<file path="config.mk">
export PLATFORM = sky130hd
export DESIGN_NAME = sic1_mem_arbiter_flat
export DESIGN_NICKNAME = d
export VERILOG_FILES = /design/src/rtl/sic1_mem_arbiter_if.sv /design/src/rtl/sic1_mem_arbiter.sv /design/src/flat_wrapper.sv
export SDC_FILE = /design/constraint.sdc
export NUM_CORES = 1
export LEC_CHECK = 0
export CAP_MARGIN = 5
export CORE_ASPECT_RATIO = 0.75
export CORE_MARGIN = 5
export CORE_UTILIZATION = 42
export CTS_CLUSTER_SIZE = 10
export DETAILED_ROUTE_END_ITERATION = 10
export DONT_BUFFER_PORTS = 1
export PLACE_DENSITY = 0.62
export SETUP_SLACK_MARGIN = 0.4
export SLEW_MARGIN = 30
export SYNTH_ARGS = -nofsm -noshare
export SYNTH_HDL_FRONTEND = slang
export SYNTH_SLANG_ARGS = --single-unit
</file>
<file path="constraint.sdc">
create_clock -name clk -period 5 [get_ports clk]
set_input_delay 1 -clock clk [delete_from_list [all_inputs] [get_ports clk]]
set_output_delay 1 -clock clk [all_outputs]
set_load 0.005 [all_outputs]
</file>
<file path="src/rtl/sic1_mem_arbiter_if.sv">
// One requester's view of the shared SIC-1 memory: request, accept, and read return.
interface sic1_mem_arbiter_if;
    logic       req;
    logic       we;
    logic [7:0] addr;
    logic [7:0] wdata;
    logic       gnt;
    logic       rvalid;
    logic [7:0] rdata;

    modport master (output req, we, addr, wdata, input  gnt, rvalid, rdata);
    modport slave  (input  req, we, addr, wdata, output gnt, rvalid, rdata);
endinterface

</file>
<file path="src/rtl/sic1_mem_arbiter.sv">
// Shares the single-port 256x8 SIC-1 memory between core and debug host, with a host lock.
// One access per cycle, registered memory command, read data returned 2 cycles after accept.
module sic1_mem_arbiter #(
    parameter bit PRIORITY = 1'b0
) (
    input  logic                     clk,
    input  logic                     rst,
    sic1_mem_arbiter_if.slave        cpu,
    sic1_mem_arbiter_if.slave        dbg,
    input  logic                     dbg_lock,
    output logic                     dbg_locked,
    output logic [7:0]               mem_addr,
    output logic                     mem_wr_en,
    output logic [7:0]               mem_data_in,
    input  logic [7:0]               mem_data_out
);

    typedef enum logic [1:0] {
        RUN    = 2'd0,
        DRAIN  = 2'd1,
        LOCKED = 2'd2
    } lock_state_t;

    lock_state_t state;
    lock_state_t state_nxt;

    logic       last_dbg;
    logic       cpu_elig;
    logic       cpu_go;
    logic       dbg_go;
    logic       xfer;
    logic       sel_we;
    logic [7:0] sel_addr;
    logic [7:0] sel_wdata;

    logic       s1_rd;
    logic       s1_tag;
    logic       core_busy;

    logic       cpu_rvalid_q;
    logic       dbg_rvalid_q;
    logic [7:0] cpu_rdata_q;
    logic [7:0] dbg_rdata_q;

    // The core is masked the same cycle dbg_lock rises, and stays out until RUN again.
    always_comb begin
        cpu_elig = cpu.req && (state == RUN) && !dbg_lock;
        if (cpu_elig && dbg.req) begin
            dbg_go = PRIORITY ? 1'b1 : !last_dbg;
        end else begin
            dbg_go = dbg.req;
        end
        cpu_go    = cpu_elig && !dbg_go;
        xfer      = cpu_go || dbg_go;
        sel_we    = dbg_go ? dbg.we    : cpu.we;
        sel_addr  = dbg_go ? dbg.addr  : cpu.addr;
        sel_wdata = dbg_go ? dbg.wdata : cpu.wdata;
    end

    assign cpu.gnt = cpu_go;
    assign dbg.gnt = dbg_go;

    always_ff @(posedge clk or posedge rst) begin
        if (rst) begin
            mem_addr    <= 8'h00;
            mem_wr_en   <= 1'b0;
            mem_data_in <= 8'h00;
            s1_rd       <= 1'b0;
            s1_tag      <= 1'b0;
            last_dbg    <= 1'b0;
        end else begin
            mem_wr_en <= xfer && sel_we;
            s1_rd     <= xfer && !sel_we;
            s1_tag    <= dbg_go;
            if (xfer) begin
                mem_addr    <= sel_addr;
                mem_data_in <= sel_wdata;
                last_dbg    <= dbg_go;
            end
        end
    end

    // Memory read data is combinational from mem_addr, so it is captured while stage 1 still holds the read.
    always_ff @(posedge clk or posedge rst) begin
        if (rst) begin
            cpu_rvalid_q <= 1'b0;
            dbg_rvalid_q <= 1'b0;
            cpu_rdata_q  <= 8'h00;
            dbg_rdata_q  <= 8'h00;
        end else begin
            cpu_rvalid_q <= s1_rd && !s1_tag;
            dbg_rvalid_q <= s1_rd && s1_tag;
            if (s1_rd && !s1_tag) begin
                cpu_rdata_q <= mem_data_out;
            end
            if (s1_rd && s1_tag) begin
                dbg_rdata_q <= mem_data_out;
            end
        end
    end

    assign cpu.rvalid = cpu_rvalid_q;
    assign cpu.rdata  = cpu_rdata_q;
    assign dbg.rvalid = dbg_rvalid_q;
    assign dbg.rdata  = dbg_rdata_q;

    // Core traffic still in flight: a command in stage 1 or a read return in stage 2.
    assign core_busy = ((s1_rd || mem_wr_en) && !s1_tag) || cpu_rvalid_q;

    always_ff @(posedge clk or posedge rst) begin
        if (rst) begin
            state <= RUN;
        end else begin
            state <= state_nxt;
        end
    end

    always_comb begin
        state_nxt = state;
        case (state)
            RUN: begin
                if (dbg_lock) state_nxt = DRAIN;
            end
            DRAIN: begin
                if (!dbg_lock)      state_nxt = RUN;
                else if (!core_busy) state_nxt = LOCKED;
            end
            LOCKED: begin
                if (!dbg_lock) state_nxt = RUN;
            end
            default: state_nxt = RUN;
        endcase
    end

    always_comb begin
        dbg_locked = 1'b0;
        if (state == LOCKED) dbg_locked = 1'b1;
    end

endmodule

</file>
<file path="src/flat_wrapper.sv">
// flat-port wrapper written by rule: the top's interface ports become plain ports
module sic1_mem_arbiter_flat 
#(
    parameter bit PRIORITY = 1'b0
)
  (clk, rst, dbg_lock, dbg_locked, mem_addr, mem_wr_en, mem_data_in, mem_data_out, cpu_req, cpu_we, cpu_addr, cpu_wdata, cpu_gnt, cpu_rvalid, cpu_rdata, dbg_req, dbg_we, dbg_addr, dbg_wdata, dbg_gnt, dbg_rvalid, dbg_rdata);
  sic1_mem_arbiter_if cpu_i ();
  sic1_mem_arbiter_if dbg_i ();
  input  logic clk;
  input  logic rst;
  input  logic dbg_lock;
  output logic dbg_locked;
  output logic [7:0] mem_addr;
  output logic mem_wr_en;
  output logic [7:0] mem_data_in;
  input  logic [7:0] mem_data_out;
  input wire logic [$bits(cpu_i.req)-1:0] cpu_req;
  input wire logic [$bits(cpu_i.we)-1:0] cpu_we;
  input wire logic [$bits(cpu_i.addr)-1:0] cpu_addr;
  input wire logic [$bits(cpu_i.wdata)-1:0] cpu_wdata;
  output wire logic [$bits(cpu_i.gnt)-1:0] cpu_gnt;
  output wire logic [$bits(cpu_i.rvalid)-1:0] cpu_rvalid;
  output wire logic [$bits(cpu_i.rdata)-1:0] cpu_rdata;
  input wire logic [$bits(dbg_i.req)-1:0] dbg_req;
  input wire logic [$bits(dbg_i.we)-1:0] dbg_we;
  input wire logic [$bits(dbg_i.addr)-1:0] dbg_addr;
  input wire logic [$bits(dbg_i.wdata)-1:0] dbg_wdata;
  output wire logic [$bits(dbg_i.gnt)-1:0] dbg_gnt;
  output wire logic [$bits(dbg_i.rvalid)-1:0] dbg_rvalid;
  output wire logic [$bits(dbg_i.rdata)-1:0] dbg_rdata;
  assign cpu_i.req = cpu_req;
  assign cpu_i.we = cpu_we;
  assign cpu_i.addr = cpu_addr;
  assign cpu_i.wdata = cpu_wdata;
  assign cpu_gnt = cpu_i.gnt;
  assign cpu_rvalid = cpu_i.rvalid;
  assign cpu_rdata = cpu_i.rdata;
  assign dbg_i.req = dbg_req;
  assign dbg_i.we = dbg_we;
  assign dbg_i.addr = dbg_addr;
  assign dbg_i.wdata = dbg_wdata;
  assign dbg_gnt = dbg_i.gnt;
  assign dbg_rvalid = dbg_i.rvalid;
  assign dbg_rdata = dbg_i.rdata;
  sic1_mem_arbiter #(.PRIORITY(PRIORITY)) u_core (.clk(clk), .rst(rst), .cpu(cpu_i), .dbg(dbg_i), .dbg_lock(dbg_lock), .dbg_locked(dbg_locked), .mem_addr(mem_addr), .mem_wr_en(mem_wr_en), .mem_data_in(mem_data_in), .mem_data_out(mem_data_out));
endmodule
</file>
==> flow_summary_export.csv, run 1 <==
group,metric,value,unit
synth,avgSynthCellArea,12.4,um^2
timing,slew_headroom,40.8,%
floorplan,start_util,43.3,%
synth,netlist_top_cells_count,"40 x dfrtp_1, 32 x a211oi_1, 16 x mux2i_1",
setup_path,critPathSlowestCell,"clkinv_1",
synth,ys_types,28,
timing,tns,0,ns
synth,synth_edf_count,0,
synth,synthTopCellsByArea,"dfrtp_1 52%, a211oi_1 12%, mux2i_1 8.3%",
detailed_routing,drt_iter0_markers,75,
synth,synthMuxAreaShare,17.7,%
final_layout,synthToLayoutAreaGrowth,7.09,%
clocking,post_cts.repair.setup_buffers,0,
power_and_ir_drop,p_sw,0.000237,W
setup_path,crit_arrival,2.25,ns
final_layout,antenna_cells,0,
synth,ys_seq_area_share,52.0,%
setup_path,path_cells,"clkinv_1 > o21ai_2 > inv_2",
floorplan,core-area,4440,um^2
synth,yosysTopAreaCellShare,52.0,%
global_routing,grt_pass1_vias,1317,
final_layout,final_nets,199,
timing,timing_hold_violations_final,0,
place,dp.cells,202,
detailed_routing,ant_nets,0,
setup_path,rr_worst_depth,4,
setup_path,critPathRequiredTime,4.00,ns
detailed_routing,routed_wl,4.48,mm
detailed_routing,drc,0,
min_path,hold_class,"reg2reg",
place,portBuffers,0,
setup_path,worstSetupPathDepth,3,
timing,rsz0062_at_grt,"false",
detailed_routing,dr.pass1.iters,4,
clocking,htree_levels,2,
clocking,ctsResizeCount,0,
run_status,status,"complete, no violations",
clocking,clockRootBuffer,"clkbuf_8",
clocking,cts.sinks,40,
detailed_routing,dr_total_vias,1243,
setup_path,critPathTopFamily,"buffers and inverters",
synth,synth-simple-area-share,9.82,%
global_routing,grt_max_degree,34,
clocking,cts.clk_slew.worst_paths,0.07,ns
clocking,clock_latency,0.29,ns
power_and_ir_drop,pwr_density_cell,408,nW/um^2
timing,setup_viol,0,
floorplan,die_area,6050,um^2
synth,yosysWarnings,0,
final_layout,stdcell_count,210,
clocking,clockBufferDepth,2,
power_and_ir_drop,power_frac_comb,15.6,%
flow_run,cap_violations,0,
setup_path,start_kind,"flop",
clocking,postCtsHoldBufs,0,
synth,netlist_area,1920,um^2
synth,synth-adder-area-share,0,%
min_path,worstHoldPathCells,1,
synth,syn_nets,202,
synth,synth_top_area_cell,"dfrtp_1",
synth,async_flop_share,100,%
setup_path,worst-path-max-fanout,20,
place,place_hpwl,3.38,mm
timing,finalCriticalPeriod,3.25,ns
timing,tightest_slew,0.887,ns
timing,clock.fmax,308,MHz
synth,postSynthCellCount,155,
power_and_ir_drop,intPower,0.000603,W
timing,skew,0.00735,ns
timing,finalCritPeriodShare,65.0,%
global_routing,overflow,0,
detailed_routing,wl_per_cell,21.3,um
synth,synth_most_common_cell,"dfrtp_1",
floorplan,die_h,68.6,um
power_and_ir_drop,ir_drop,0.187,mV
setup_path,crit_type,"reg2out",
power_and_ir_drop,clockPowerShare,30.6,%
synth,synth_top_family_by_area,"multiplexers",
power_and_ir_drop,p_leak,0.879,nW
floorplan,ioPinCount,85,
setup_path,slowest_delay,0.75,ns
synth,ys_ff_latch,40,
final_layout,drive_gt1_share,21.6,%
power_and_ir_drop,sequentialPowerShare,53.8,%
setup_path,worst-path-buf-inv,2,
floorplan,row_count,21,
global_routing,grt_usage,15.4,%
synth,synth_xor_area_share,0,%
power_and_ir_drop,switching_share,28.2,%
global_routing,grt_pass1_wl,6.89,mm
global_routing,antenna_found_initial,0,
synth,synth_compound_area_share,15.5,%
synth,synthFlopType,"dfrtp_1",
clocking,cts_buffers,5,
clocking,cts_tree,"yes",
place,place.gp.congestion,0.774,
floorplan,die_w,88.2,um
detailed_routing,viasPerCell,5.92,
timing,slew_violations,0,
setup_path,cp-end-kind,"primary output",
[power by group through the flow]
| stage | Sequential (W) | Combinational [W] | Clock (W) |
|---|---|---|---|
| 6_report | 0.000452 | 0.000132 | 0.000257 |
| 5_1_grt | 0.000463 | 0.000146 | 0.000279 |
| 4_1_cts | 0.000455 | 0.000134 | 0.000268 |
| 3_5_place_dp | 0.000461 | 0.000133 | 0 |
| 3_3_place_gp | 0.000458 | 0.000126 | 0 |
| 2_1_floorplan | 0.000434 | 0.000122 | 0 |
[metal layers]
metal	wire length, um	vias to the layer above	share of wire (%)	GRT usage (%)
li1	-	576	-	-
met1	1830	614	41	19.7
met2	2080	47	46	22.7
met3	487	6	11	7.01
met4	78	0	1.7	6.23
met5	0	-	0	0
[placed cells by master, fill, tap and decap left out, types with 2 or more instances in the layout]
cell,instances
inv_1,5
buf_4,2
nor2b_1,2
nor3_2,10
clkinv_1,2
mux2_2,10
clkbuf_8,5
nor3_1,6
a211oi_1,32
mux2i_1,16
mux2_1,6
dfrtp_1,40
[through the flow]
stage | area (um^2) | total power, W | util [%] | setup slack, ns | hold WS [ns]
finish | 2060 | 0.000841 | 46.4 | 1.75 | 0.522
global route | 2060 | 0.000888 | 46.4 | 1.57 | 0.546
CTS | 2060 | 0.000856 | 46.4 | 1.75 | 0.530
detailed placement | 1950 | 0.000594 | 44.0 | 1.94 | 0.511
global placement | 1950 | 0.000584 | 44.0 | 1.96 | 0.507
floorplan | 1920 | 0.000556 | - | 2.30 | 0.468
[final cells by class]
class                      instances  area [um^2]
fill                             403         2380
sequential                        40         1000
multi-input combinational         95          836
clock buffer                       6         72.6
tap                               57         71.3
clock inverter                     2         35.0
inverter                           8         30.0
timing repair buffer               2         15.0
[path summary, 6_finish.rpt]
check | start | end | slack [ns]
max in group asynchronous | rst | u_core.mem_data_in[0] | 3.70
min reg2reg | u_core.cpu.rdata[7] | u_core.cpu.rdata[7] | 0.52
min | u_core.cpu.rdata[7] | u_core.cpu.rdata[7] | 0.52
min in group asynchronous | rst | u_core.dbg.rdata[5] | 0.63
max reg2reg | u_core.last_dbg | u_core.mem_wr_en | 2.69
max | u_core.last_dbg | dbg_gnt | 1.75
[registers in the layout, indices dropped and copies added (netlist names)]
signal              flops
u_core.state            2
u_core.cpu.rvalid       1
u_core.dbg.rvalid       1
u_core.dbg.rdata        8
u_core.mem_data_in      8
u_core.s1_rd            1
u_core.mem_addr         8
u_core.s1_tag           1
u_core.cpu.rdata        8
u_core.mem_wr_en        1
u_core.last_dbg         1
[worst register-to-register path, delay by kind of cell (launching register included)]
family / cells / cell delay [ns]
AO/OA/AOI/OAI: 2 / 0.62
buffers and inverters: 2 / 0.84
flip-flops: 1 / 0.74
[logic make-up after synthesis]
family / Yosys count
buffers and inverters: 20
muxes: 32
and+or+nand+nor: 23
DFF: 40
AOI/OAI and AO/OA: 40
Note: power is estimated with default switching activity, not from simulation.
==> run 2: changes to the inputs <==
--- a/config.mk
+++ b/config.mk
@@ -12,7 +12,7 @@
 export CTS_CLUSTER_SIZE = 10
 export DETAILED_ROUTE_END_ITERATION = 10
 export DONT_BUFFER_PORTS = 1
-export PLACE_DENSITY = 0.62
+export PLACE_DENSITY = 0.65
 export SETUP_SLACK_MARGIN = 0.4
 export SLEW_MARGIN = 30
 export SYNTH_ARGS = -nofsm -noshare
==> constraint.sdc (replaced) <==
create_clock -name clk -period 2.94 [get_ports clk]
set_input_delay 0.588 -clock clk [delete_from_list [all_inputs] [get_ports clk]]
set_output_delay 0.588 -clock clk [all_outputs]
set_load 0.005 [all_outputs]
==> run 2 against run 1 <==
  * Die area is the same
  * Non-clock buffer count grew 2
  * Clock power grew 45%
  * Critical path depth is the same
  * Sequential share of layout area is the same
  * Utilization is the same
  * First-iteration DRC count shrank 47%
  * Power grew 64%
  * Critical endpoint unchanged
==> flow_summary_export.csv, run 2 (same netlist as run 1, synthesis figures left out) <==
group,metric,value,unit
clocking,htree_levels,2,
final_layout,regArea,1000,um^2
detailed_routing,drc,0,
timing,tightest_slew,0.785,ns
timing,whs,0.310,ns
global_routing,antenna_found_initial,0,
global_routing,grt_pass1_vias,1299,
detailed_routing,ant_nets,0,
power_and_ir_drop,pwr_density_cell,668,nW/um^2
clocking,clock_latency,0.28,ns
floorplan,die_w,88.2,um
setup_path,start_kind,"flop",
clocking,clockBufferDepth,2,
floorplan,die_area,6050,um^2
final_layout,antenna_cells,0,
global_routing,overflow,0,
timing,slew_violations,0,
timing,skew,0.00319,ns
clocking,cts.sinks,40,
clocking,postCtsHoldBufs,0,
power_and_ir_drop,total_power,0.00138,W
clocking,ctsResizeCount,0,
setup_path,rr_worst_depth,4,
final_layout,final_area,2060,um^2
place,portBuffers,0,
timing,rsz0062_at_grt,"false",
floorplan,ioPinCount,85,
setup_path,crit_arrival,1.88,ns
clocking,clockRootBuffer,"clkbuf_8",
final_layout,fillers,426,
global_routing,grt_pass1_wl,6.93,mm
floorplan,core-area,4440,um^2
setup_path,crit_end,"dbg_gnt",
run_status,status,"complete, no violations",
clocking,cts_buffers,5,
setup_path,r2r-start,"u_core.state[0]",
setup_path,r2r_end,"u_core.mem_wr_en",
final_layout,drive_gt1_share,23.2,%
timing,clock.fmax,405,MHz
floorplan,die_h,68.6,um
detailed_routing,dr_total_vias,1267,
timing,setup_viol,0,
setup_path,worst-path-max-fanout,30,
clocking,cts_tree,"yes",
final_layout,final_common_cell,"dfrtp_1",
floorplan,start_util,43.3,%
flow_run,cap_violations,0,
place,place.gp.congestion,0.700,
power_and_ir_drop,ir_drop,0.282,mV
setup_path,crit_type,"reg2out",
place,post_dp_cell_area,1970,um^2
setup_path,critPathRequiredTime,2.35,ns
timing,finalCritPeriodShare,84.0,%
setup_path,reg2reg_slack,1.01,ns
clocking,cts.clk_slew.worst_paths,0.08,ns
detailed_routing,viasPerCell,5.98,
global_routing,grt_usage,15.3,%
timing,tns,0,ns
place,place_hpwl,3.30,mm
detailed_routing,routed_wl,4.56,mm
global_routing,grt_max_degree,41,
timing,timing_hold_violations_final,0,
setup_path,startpoint,"u_core.state[0]",
min_path,hold_class,"in2async",
final_layout,synthToLayoutAreaGrowth,7.09,%
detailed_routing,drt_iter0_markers,40,
final_layout,multi_input_area,836,um^2
detailed_routing,wl_per_cell,21.5,um
detailed_routing,dr.pass1.iters,4,
final_layout,final_nets,201,
timing,finalCriticalPeriod,2.47,ns
power_and_ir_drop,p_leak,0.888,nW
floorplan,row_count,21,
setup_path,cp-end-kind,"primary output",
final_layout,final_cell_mix,"40 x dfrtp_1, 32 x a211oi_1, 16 x mux2i_1",
timing,slew_headroom,47.6,%
clocking,post_cts.repair.setup_buffers,0,
[run 2: cell count changes in the layout (fill, tap and decap cells not counted), sizes merged]
cell    before  now
buf          2    4
bufinv       1    0
inv          6    7
[run 2: stage by stage]
step | utilization [%] | instances | worst slack [ns]
detailed placement | 44.3 | 204 | 0.703
CTS | 46.4 | 212 | 0.464
finish | 46.4 | 212 | 0.470
global route | 46.4 | 212 | 0.408
floorplan | - | 155 | 1.07
global placement | 44.3 | 204 | 0.743
[run 2: how the worst min path moves through the flow]
stage,startpoint,slack (ns),end,cells after the start
final,rst,0.31,u_core.dbg.rvalid,2
after global routing,rst,0.36,u_core.dbg.rvalid,2
after CTS,rst,0.33,u_core.cpu.rdata[6],2
after detailed placement,u_core.cpu.rdata[4],0.52,u_core.cpu.rdata[4],1
after global placement,u_core.cpu.rdata[6],0.51,u_core.cpu.rdata[6],1
after floorplan,u_core.state[1],0.47,u_core.state[0],1
[run 2: critical path: stages, from the launching register on]
cell and delay (ns):
dfrtp_1 0.45, or4b_4 0.80, o21ai_2 0.25, inv_2 0.08
[run 2: layout make-up]
type	instances	area share, %
Inverter	8	1.46
Clock inverter	2	0.486
Timing Repair Buffer	4	1.46
Multi-Input combinational cell	95	40.6
Clock buffer	6	4.01
Tap cell	57	3.46
Sequential cell	40	48.6
[run 2: power breakdown]
| group | switching [W] | internal [W] | total, W |
|---|---|---|---|
| Clock | 0.000185 | 0.000187 | 0.000372 |
| Combinational | 0.000118 | 0.000115 | 0.000233 |
| Sequential | 0.000107 | 0.000663 | 0.000770 |
| Total | 0.000411 | 0.000965 | 0.00138 |
[run 2: layer usage]
layer / GRT usage [%] / wire length, um
met3: 5.70 / 385
met1: 19.8 / 1820
met4: 5.47 / 29
met2: 23.6 / 2320
met5: 0 / 0
